===== src/rtl/shared_dmem_arbiter.sv =====
// ---------------------------------------------------------------------------
// shared_dmem_arbiter
//
// Shares one single-port synchronous data RAM between the data-memory ports
// of NUM_CORES cores. Each transaction is: latch one core's request (IDLE),
// drive the RAM for one cycle (ACCESS), wait out the RAM read latency (WAIT),
// then return read data with a one-cycle acknowledge (RESP). Arbitration is
// round-robin, starting one past the most recently served core.
//
// Request handshake: a core raises req[i] (with we/addr/wdata stable) and the
// request is taken when the arbiter samples it in IDLE. From that point the
// transaction runs to completion regardless of req/we/addr/wdata; ack[i]
// pulses for exactly one cycle at the end. A core holding req high after its
// ack is treated as a fresh request.
//
// Ports:
//   CLK, RSTn       clock, asynchronous active-low reset
//   req, we         per-core request / write enable
//   addr, wdata     per-core address / write data, core i at [i*W +: W]
//   gnt, ack        one-hot grant (ACCESS..RESP) / one-cycle completion
//   rdata           read data broadcast to all cores, valid with ack
//   busy            high whenever the FSM is not IDLE
//   mem_addr, mem_din, mem_we, mem_dout   RAM interface
//   dbg_state_o     current FSM state, for observation only
// All outputs are registered.
// ---------------------------------------------------------------------------
module shared_dmem_arbiter #(
  parameter int NUM_CORES = 4,
  parameter int ADDR_W    = 8,
  parameter int DATA_W    = 8,
  parameter int MEM_LAT   = 1
) (
  input  logic                          CLK,
  input  logic                          RSTn,
  input  logic [NUM_CORES-1:0]          req,
  input  logic [NUM_CORES-1:0]          we,
  input  logic [NUM_CORES*ADDR_W-1:0]   addr,
  input  logic [NUM_CORES*DATA_W-1:0]   wdata,
  output logic [NUM_CORES-1:0]          gnt,
  output logic [NUM_CORES-1:0]          ack,
  output logic [DATA_W-1:0]             rdata,
  output logic                          busy,
  output logic [ADDR_W-1:0]             mem_addr,
  output logic [DATA_W-1:0]             mem_din,
  output logic                          mem_we,
  input  logic [DATA_W-1:0]             mem_dout,
  output logic [1:0]                    dbg_state_o
);

  localparam int IDX_W = (NUM_CORES > 1) ? $clog2(NUM_CORES) : 1;
  localparam int CNT_W = 3;

  typedef enum logic [1:0] {
    S_IDLE   = 2'd0,
    S_ACCESS = 2'd1,
    S_WAIT   = 2'd2,
    S_RESP   = 2'd3
  } state_e;

  state_e                 state_q, state_d;
  logic [IDX_W-1:0]       idx_q, idx_d;
  logic [IDX_W-1:0]       last_q, last_d;
  logic                   we_q, we_d;
  logic [CNT_W-1:0]       cnt_q, cnt_d;
  logic [NUM_CORES-1:0]   gnt_q, gnt_d;
  logic [NUM_CORES-1:0]   ack_q, ack_d;
  logic [DATA_W-1:0]      rdata_q, rdata_d;
  logic [ADDR_W-1:0]      mem_addr_q, mem_addr_d;
  logic [DATA_W-1:0]      mem_din_q, mem_din_d;
  logic                   mem_we_q, mem_we_d;
  logic                   busy_q, busy_d;

  // Round-robin pick: first requesting core scanning upward from last+1.
  logic                   win_found;
  logic [IDX_W-1:0]       win_idx;

  always_comb begin
    win_found = 1'b0;
    win_idx   = '0;
    for (int k = 1; k <= NUM_CORES; k++) begin
      if (!win_found && req[(int'(last_q) + k) % NUM_CORES]) begin
        win_found = 1'b1;
        win_idx   = IDX_W'((int'(last_q) + k) % NUM_CORES);
      end
    end
  end

  // Next-state and registered-output logic. Outputs are computed for the
  // state being entered so that they are valid throughout that state.
  always_comb begin
    state_d    = state_q;
    idx_d      = idx_q;
    last_d     = last_q;
    we_d       = we_q;
    cnt_d      = cnt_q;
    gnt_d      = gnt_q;
    ack_d      = '0;
    rdata_d    = rdata_q;
    mem_addr_d = mem_addr_q;
    mem_din_d  = mem_din_q;
    mem_we_d   = 1'b0;

    case (state_q)
      S_IDLE: begin
        if (win_found) begin
          state_d    = S_ACCESS;
          idx_d      = win_idx;
          we_d       = we[win_idx];
          mem_addr_d = addr[int'(win_idx)*ADDR_W +: ADDR_W];
          mem_din_d  = wdata[int'(win_idx)*DATA_W +: DATA_W];
          mem_we_d   = we[win_idx];
          gnt_d      = NUM_CORES'(1) << win_idx;
        end
      end
      S_ACCESS: begin
        state_d = S_WAIT;
        cnt_d   = CNT_W'(MEM_LAT);
      end
      S_WAIT: begin
        // cnt_q == 1 marks the cycle in which mem_dout is valid.
        if (cnt_q == CNT_W'(1)) begin
          state_d = S_RESP;
          ack_d   = gnt_q;
          if (!we_q) begin
            rdata_d = mem_dout;
          end
        end else begin
          cnt_d = cnt_q - CNT_W'(1);
        end
      end
      S_RESP: begin
        state_d = S_IDLE;
        last_d  = idx_q;
        gnt_d   = '0;
      end
      default: begin
        state_d = S_IDLE;
        gnt_d   = '0;
      end
    endcase

    busy_d = (state_d != S_IDLE);
  end

  always_ff @(posedge CLK or negedge RSTn) begin
    if (!RSTn) begin
      state_q    <= S_IDLE;
      idx_q      <= '0;
      last_q     <= IDX_W'(NUM_CORES - 1);
      we_q       <= 1'b0;
      cnt_q      <= '0;
      gnt_q      <= '0;
      ack_q      <= '0;
      rdata_q    <= '0;
      mem_addr_q <= '0;
      mem_din_q  <= '0;
      mem_we_q   <= 1'b0;
      busy_q     <= 1'b0;
    end else begin
      state_q    <= state_d;
      idx_q      <= idx_d;
      last_q     <= last_d;
      we_q       <= we_d;
      cnt_q      <= cnt_d;
      gnt_q      <= gnt_d;
      ack_q      <= ack_d;
      rdata_q    <= rdata_d;
      mem_addr_q <= mem_addr_d;
      mem_din_q  <= mem_din_d;
      mem_we_q   <= mem_we_d;
      busy_q     <= busy_d;
    end
  end

  assign gnt         = gnt_q;
  assign ack         = ack_q;
  assign rdata       = rdata_q;
  assign busy        = busy_q;
  assign mem_addr    = mem_addr_q;
  assign mem_din     = mem_din_q;
  assign mem_we      = mem_we_q;
  assign dbg_state_o = state_q;

endmodule


===== config.mk =====
export PLATFORM = sky130hd
export DESIGN_NAME = shared_dmem_arbiter
export DESIGN_NICKNAME = d
export VERILOG_FILES = /design/src/rtl/shared_dmem_arbiter.sv
export SDC_FILE = /design/constraint.sdc
export NUM_CORES = 1
export LEC_CHECK = 0
export ABC_AREA = 0
export ABC_CLOCK_PERIOD_IN_PS = 2250
export BUFFER_PORTS_ARGS = -buffer_cell sky130_fd_sc_hd__buf_2
export CORE_ASPECT_RATIO = 0.7
export CORE_UTILIZATION = 47
export DETAILED_ROUTE_END_ITERATION = 6
export GPL_ROUTABILITY_DRIVEN = 0
export PLACE_DENSITY_LB_ADDON = 0.3
export SLEW_MARGIN = 20
export SYNTH_ARGS = -nofsm -noshare
export SYNTH_HDL_FRONTEND = slang
export SYNTH_SLANG_ARGS = --single-unit

===== constraint.sdc =====
create_clock -name CLK -period 2.25 [get_ports CLK]
set_input_delay 0 -clock CLK [delete_from_list [all_inputs] [get_ports CLK]]
set_output_delay 0 -clock CLK [all_outputs]
set_load 0.005 [all_outputs]

==> impl_results.md, run 1 <==
- Via count: 2,323
- Setup violators final: 0
- DIE WIDTH: 89.8 um
- Via count of the first global-routing pass: 2,107
- Clock Skew: 8.85 ps
- Fin crit period: 2030 ps
- # Post-CTS Setup Buffers: 0
- Hold path cells: 3
- Max_cap viols: 0
- CTS Buf Count: 5
- WP data required: 2440 ps
- DRT Wirelength: 6260 um
- GRT overflow: 0
- Relative slew slack: 0.356
- Ant. Diodes: 0
- Vert. Die Dim: 63.5 um
- Worst VDD drop: 0.000505 V
- CP Launch Type: flip-flop
- Top_reg_cell synth: dfrtp_1
- Htree depth: 2
- Arr. time, crit path: 2220 ps
- Top cell type's share of synthesized area: 0.414
- Fraction of layout instances using a drive strength above 1: 0.439
- Filler Cells Inserted: 400
- Std-Cell Core Area: 4990 sq um
- Critical Setup Path Class: reg2reg
- CTS sink cnt: 44
- Synth Instances: 254
- Worst Reg2Reg Path Length in Cells: 6
- Crit Path Max Fanout: 8
- Fin. Hold Viols: 0
- Latest clock arrival within the worst-skew pair: 300 ps
- Slew Viols, Final: 0
- Tcrit/Tclk final: 0.902
- Routed Antenna Nets: 0
- YS warnings: 0
- Starting Density: 0.509
- M1 WL: 2930 um
- Leading area contributor after synthesis: dfrtp_1
- DRC: 0
- Final net count: 465
- Ys async rst share: 1.00
- Via density: 5.20
- Synth top area cells: dfrtp_1 (41%), mux2_2 (8.0%), nand2_1 (5.2%)
- Cell Count, Final, Fillers Out: 447
- Synthesis-to-finish area growth: 32.5%
- Min-delay worst type: in2reg
- FMAX: 493 MHz
- Std-Cell Rows: 21
- Final HPWL DP: 4540 um
- Distinct cell type count after synthesis: 40
- First-pass GRT wire length: 9890 um
- Power density cells: 1220 nW/um^2
- First drt pass iteration count: 6
- # IOs: 118
- Yosys reg bits: 44
- Clock slew at the register clock pins of the worst setup and hold paths: 90 ps
- Highest Signal Layer: met4
- Status: complete, no violations
- Input/output buffers: 117
- Initial antenna violation count: 0
- RSZ-0062 raised after global routing: false
- Setup TNS: 0 ps
- Largest net degree at the start of global routing: 45
- Clock root buffer: clkbuf_8
- Syn avg cell area: 9.99 sq um
- Sequential area share after synthesis: 0.435
- CP Capture Type: flip-flop
- Met2 WL: 2900 um
- Clock buffer depth: 2
- Number of synthesized flops with an enable pin: 0
- Leakage: 1.64 nW
- Cts hold-fix bufs: 9
- Mapped Area: 2540 sq um
- DR iter-0 viols: 88
- Slew @ Worst Pin: 966 ps
- DR WL met3: 375 um
- CTS tree: done
- WL per Instance: 14.0 um
- GR Util All Layers: 0.219
- Full die area: 5700 sq um
- Syn nets: 342
- # resized after CTS: 0
- Dpl cells: 430
## cell type report
type	count	area, sq um	area share
multi-input cells	183	1280	0.380
clock buffers	5	68.8	0.0205
clock inverters	3	47.5	0.0141
repair buffers	133	741	0.220
inverters	10	37.5	0.0112
flip-flops and latches	44	1100	0.328
well taps	69	86.3	0.0257
## stage by stage
step	hold WS, ps	cell area (sq um)	setup WS (ps)	util	power, W
2_1_floorplan	-296	2540	380	-	0.00284
3_3_place_gp	207	3150	54.3	0.632	0.00344
3_5_place_dp	207	3160	229	0.632	0.00352
4_1_cts	0.829	3360	227	0.674	0.00415
5_1_grt	16.4	3360	112	0.674	0.00445
6_report	12.0	3360	221	0.674	0.00412
## layout by cell type, fill, tap and decap left out, types with 2 or more instances in the layout
| cell | n |
|---|---|
| dlygate4sd3_1 | 9 |
| ha_1 | 6 |
| and2_1 | 4 |
| a21oi_1 | 5 |
| a31oi_1 | 18 |
| clkbuf_8 | 5 |
| dfstp_2 | 2 |
| nor2_2 | 2 |
| buf_2 | 117 |
| a22o_1 | 7 |
| clkinv_4 | 2 |
| nand2_1 | 35 |
| o21ai_0 | 5 |
| mux2_2 | 18 |
| inv_1 | 10 |
| buf_4 | 6 |
| mux2_4 | 7 |
| a22oi_1 | 17 |
| dfrtp_1 | 42 |
| nor2_1 | 30 |
| a32o_1 | 2 |
| o22ai_1 | 2 |
| nand2b_1 | 6 |
| mux2i_1 | 3 |
## Yosys cell counts, types with 3 or more instances
master and number:
inv_1 10, a31oi_1 18, and2_1 4, a22oi_1 17, buf_2 3, a21oi_1 5
nand2_1 35, ha_1 6, a22o_1 7, buf_6 3, nand2b_1 6, mux2_2 18
mux2i_1 3, mux2_4 7, buf_4 6, o21ai_0 5, dfrtp_1 42, nor2_1 31
clkbuf_1 3
## metal layers
| metal | vias to the layer above | track usage |
|---|---|---|
| li1 | 1148 | - |
| met1 | 1080 | 0.287 |
| met2 | 89 | 0.363 |
| met3 | 6 | 0.0531 |
| met4 | 0 | 0.0594 |
| met5 | - | 0 |
## report_power, final
group | leakage, nW | switching (W) | internal [W]
combinational | 1.06 | 0.00106 | 0.00104
clock | 0.0583 | 0.000280 | 0.000334
sequential | 0.526 | 0.000234 | 0.00118
## kinds of logic (layout without fill, tap and decap cells)
| family | count (synthesis) | after routing | synth area share |
|---|---|---|---|
| flip-flops | 44 | 44 | 0.435 |
| buffers and inverters | 27 | 151 | 0.0636 |
| AO/OA/AOI/OAI | 65 | 65 | 0.190 |
| multiplexers | 28 | 28 | 0.133 |
| AND/OR/NAND/NOR | 84 | 84 | 0.149 |
| adder cells (fa/ha/maj) | 6 | 6 | 0.0296 |
## worst max-delay path, cell delays in order, from the launching register on
cell,delay (ps)
dfrtp_1,430
inv_1,100
ha_1,240
inv_1,110
or2_2,330
nor2_2,330
mux2_2,380
## final timing paths
| check | slack, ps | end | start |
|---|---|---|---|
| max in group asynchronous | 1260 | gnt[0] | RSTn |
| worst min register to register | 490 | cnt_q[2] | cnt_q[2] |
| worst max-delay path | 220 | rdata[3] | dbg_state_o[0] |
| worst max register to register | 220 | rdata[3] | dbg_state_o[0] |
| min in group asynchronous | 390 | rdata[3] | RSTn |
| worst min-delay path | 10 | mem_we | we[2] |
## state kept, by name (all words and copies together), names as in the netlist, 3 cells and up
name and flops:
cnt_q 3, rdata 8, gnt 4, mem_addr 8, mem_din 8, ack 4
Power figures use the tool's default switching activity.
==> run 2: changes to the inputs <==
Settings changed: CORE_UTILIZATION 47 to 48, CTS_BUF_LIST from default to sky130_fd_sc_hd__clkbuf_4, HOLD_SLACK_MARGIN from default to 0.05, TNS_END_PERCENT from default to 50.
==> impl_results.md, run 2 (same netlist as run 1, synthesis figures left out) <==
- R2r setup slk: 20 ps
- CP Launch Type: flip-flop
- Status: complete, no violations
- Setup violators final: 0
- Clock Skew: 10.6 ps
- DRC: 0
- CP Capture Type: flip-flop
- Final HPWL DP: 4550 um
- Filler Cells Inserted: 251
- DRT Wirelength: 9590 um
- CTS tree: done
- Min-delay worst type: in2reg
- Std-Cell Core Area: 4940 sq um
- Latest clock arrival within the worst-skew pair: 360 ps
- Final net count: 546
- DR iter-0 viols: 237
- WL per Instance: 18.2 um
- Worst slack at placement: 175 ps
- GRT overflow: 0
- Via count of the first global-routing pass: 2,863
- FMAX: 448 MHz
- Leakage: 1.98 nW
- Relative slew slack: 0.350
- Met2 usage: 0.577
- Crit Path Max Fanout: 9
- Std-Cell Rows: 21
- Clock buffer depth: 2
- Via count: 2,920
- Via density: 5.53
- Tcrit/Tclk final: 0.993
- Register area: 1100 sq um
- Slew Viols, Final: 0
- Starting Density: 0.514
- Worst VDD drop: 0.000609 V
- Htree depth: 2
- Power density cells: 1080 nW/um^2
- Setup TNS: 0 ps
- Full die area: 5590 sq um
- GR Util All Layers: 0.330
- Input/output buffers: 117
- First drt pass iteration count: 7
- Fin. Hold Viols: 0
- CTS Buf Count: 5
- Critical Path Source: last_q[0]
- Worst setup margin: 16.5 ps
- Initial antenna violation count: 0
- WP data required: 2530 ps
- Gr busiest metal: met2
- Reg2reg end: mem_din[6]
- Multi-input gate area: 1280 sq um
- Commonest cells after routing, fill and taps aside: buf_2 (117), dlygate4sd3_1 (78), dfrtp_1 (42), nand2_1 (35), nor2_1 (31)
- Max_cap viols: 0
- Vert. Die Dim: 62.8 um
- GRT met1 Usage: 0.363
- Critical Setup Path Class: reg2reg
- M3 GR Usage: 0.0832
- Largest net degree at the start of global routing: 45
- Start of the worst register-to-register path: last_q[0]
- Synthesis-to-finish area growth: 62.5%
- # IOs: 118
- Ant. Diodes: 0
- Worst Reg2Reg Path Length in Cells: 7
- Fin crit period: 2230 ps
- Fraction of layout instances using a drive strength above 1: 0.386
- First-pass GRT wire length: 13,800 um
- Arr. time, crit path: 2510 ps
- Commonest non-fill, non-tap cell in the layout: buf_2
- DIE WIDTH: 88.9 um
- Slew @ Worst Pin: 975 ps
- Total chip power: 0.00444 W
- Clock slew at the register clock pins of the worst setup and hold paths: 150 ps
- Clock root buffer: clkbuf_4
- Fin Hold WS: 74.2 ps
- Crit path to: mem_din[6]
- CTS sink cnt: 44
- Routed Antenna Nets: 0
==> run 2: changes by cell type in the layout (fill, tap and decap cells not counted) <==
cell	delta
buf_12	+1
clkbuf_2	+1
buf_4	+8
clkbuf_8	-5
clkinvlp_4	+1
buf_6	+2
clkbuf_4	+5
clkinv_4	-2
nor2_2	-1
dlygate4sd3_1	+69
nor2_1	+1
inv_6	+1
==> run 2: worst min-delay path by stage <==
stage	start	to	slack, ps	depth (start not counted)
CTS	req[3]	idx_q[0]	50	3
detailed placement	RSTn	rdata[2]	220	1
global route	req[3]	idx_q[0]	110	3
floorplan	RSTn	ack[0]	-300	0
global placement	RSTn	rdata[2]	210	1
finish	req[3]	idx_q[0]	70	3
==> run 2: power breakdown <==
part / internal [W] / leakage, nW / switching [W] / total, W
clock network: 0.000238 / 0.0418 / 0.000279 / 0.000517
logic: 0.00123 / 1.41 / 0.00125 / 0.00249
registers: 0.00117 / 0.526 / 0.000267 / 0.00144
==> run 2: through the flow <==
step / area (sq um) / cells / utilization
floorplan: 2540 / 254 / -
global placement: 3170 / 431 / 0.643
detailed placement: 3170 / 431 / 0.643
CTS: 4040 / 517 / 0.818
global route: 4130 / 528 / 0.835
finish: 4130 / 528 / 0.835
==> run 2: timing repair <==
action / 4_1_cts / 5_1_grt
hold buffers: 78 / 0
endpoints found under the setup margin: 0 / 1
buffers inserted: 0 / 11
resized for setup: 0 / 2
endpoints found under the hold margin: 69 / 0
==> run 2: per-layer routing <==
metal | routed length, um | vias to the layer above
li1 | - | 1314
met1 | 3700 | 1365
met2 | 4580 | 195
met3 | 894 | 46
met4 | 420 | 0
met5 | 0 | -
==> run 2: area by class of cell <==
| class | count | share of cell area |
|---|---|---|
| Clock inverter | 3 | 0.0112 |
| Inverter | 10 | 0.00910 |
| Multi-Input combinational cell | 183 | 0.309 |
| Clock buffer | 5 | 0.00910 |
| Sequential cell | 44 | 0.267 |
| Tap cell | 69 | 0.0209 |
| Timing Repair Buffer | 214 | 0.373 |
==> run 2: worst max-delay path: stages (launching register included) <==
cell and delay [ps]:
dfstp_2 640, nand2b_1 150, a22oi_1 90, o32ai_2 210, buf_6 180, a22oi_1 60, dlygate4sd3_1 580, a31oi_1 230
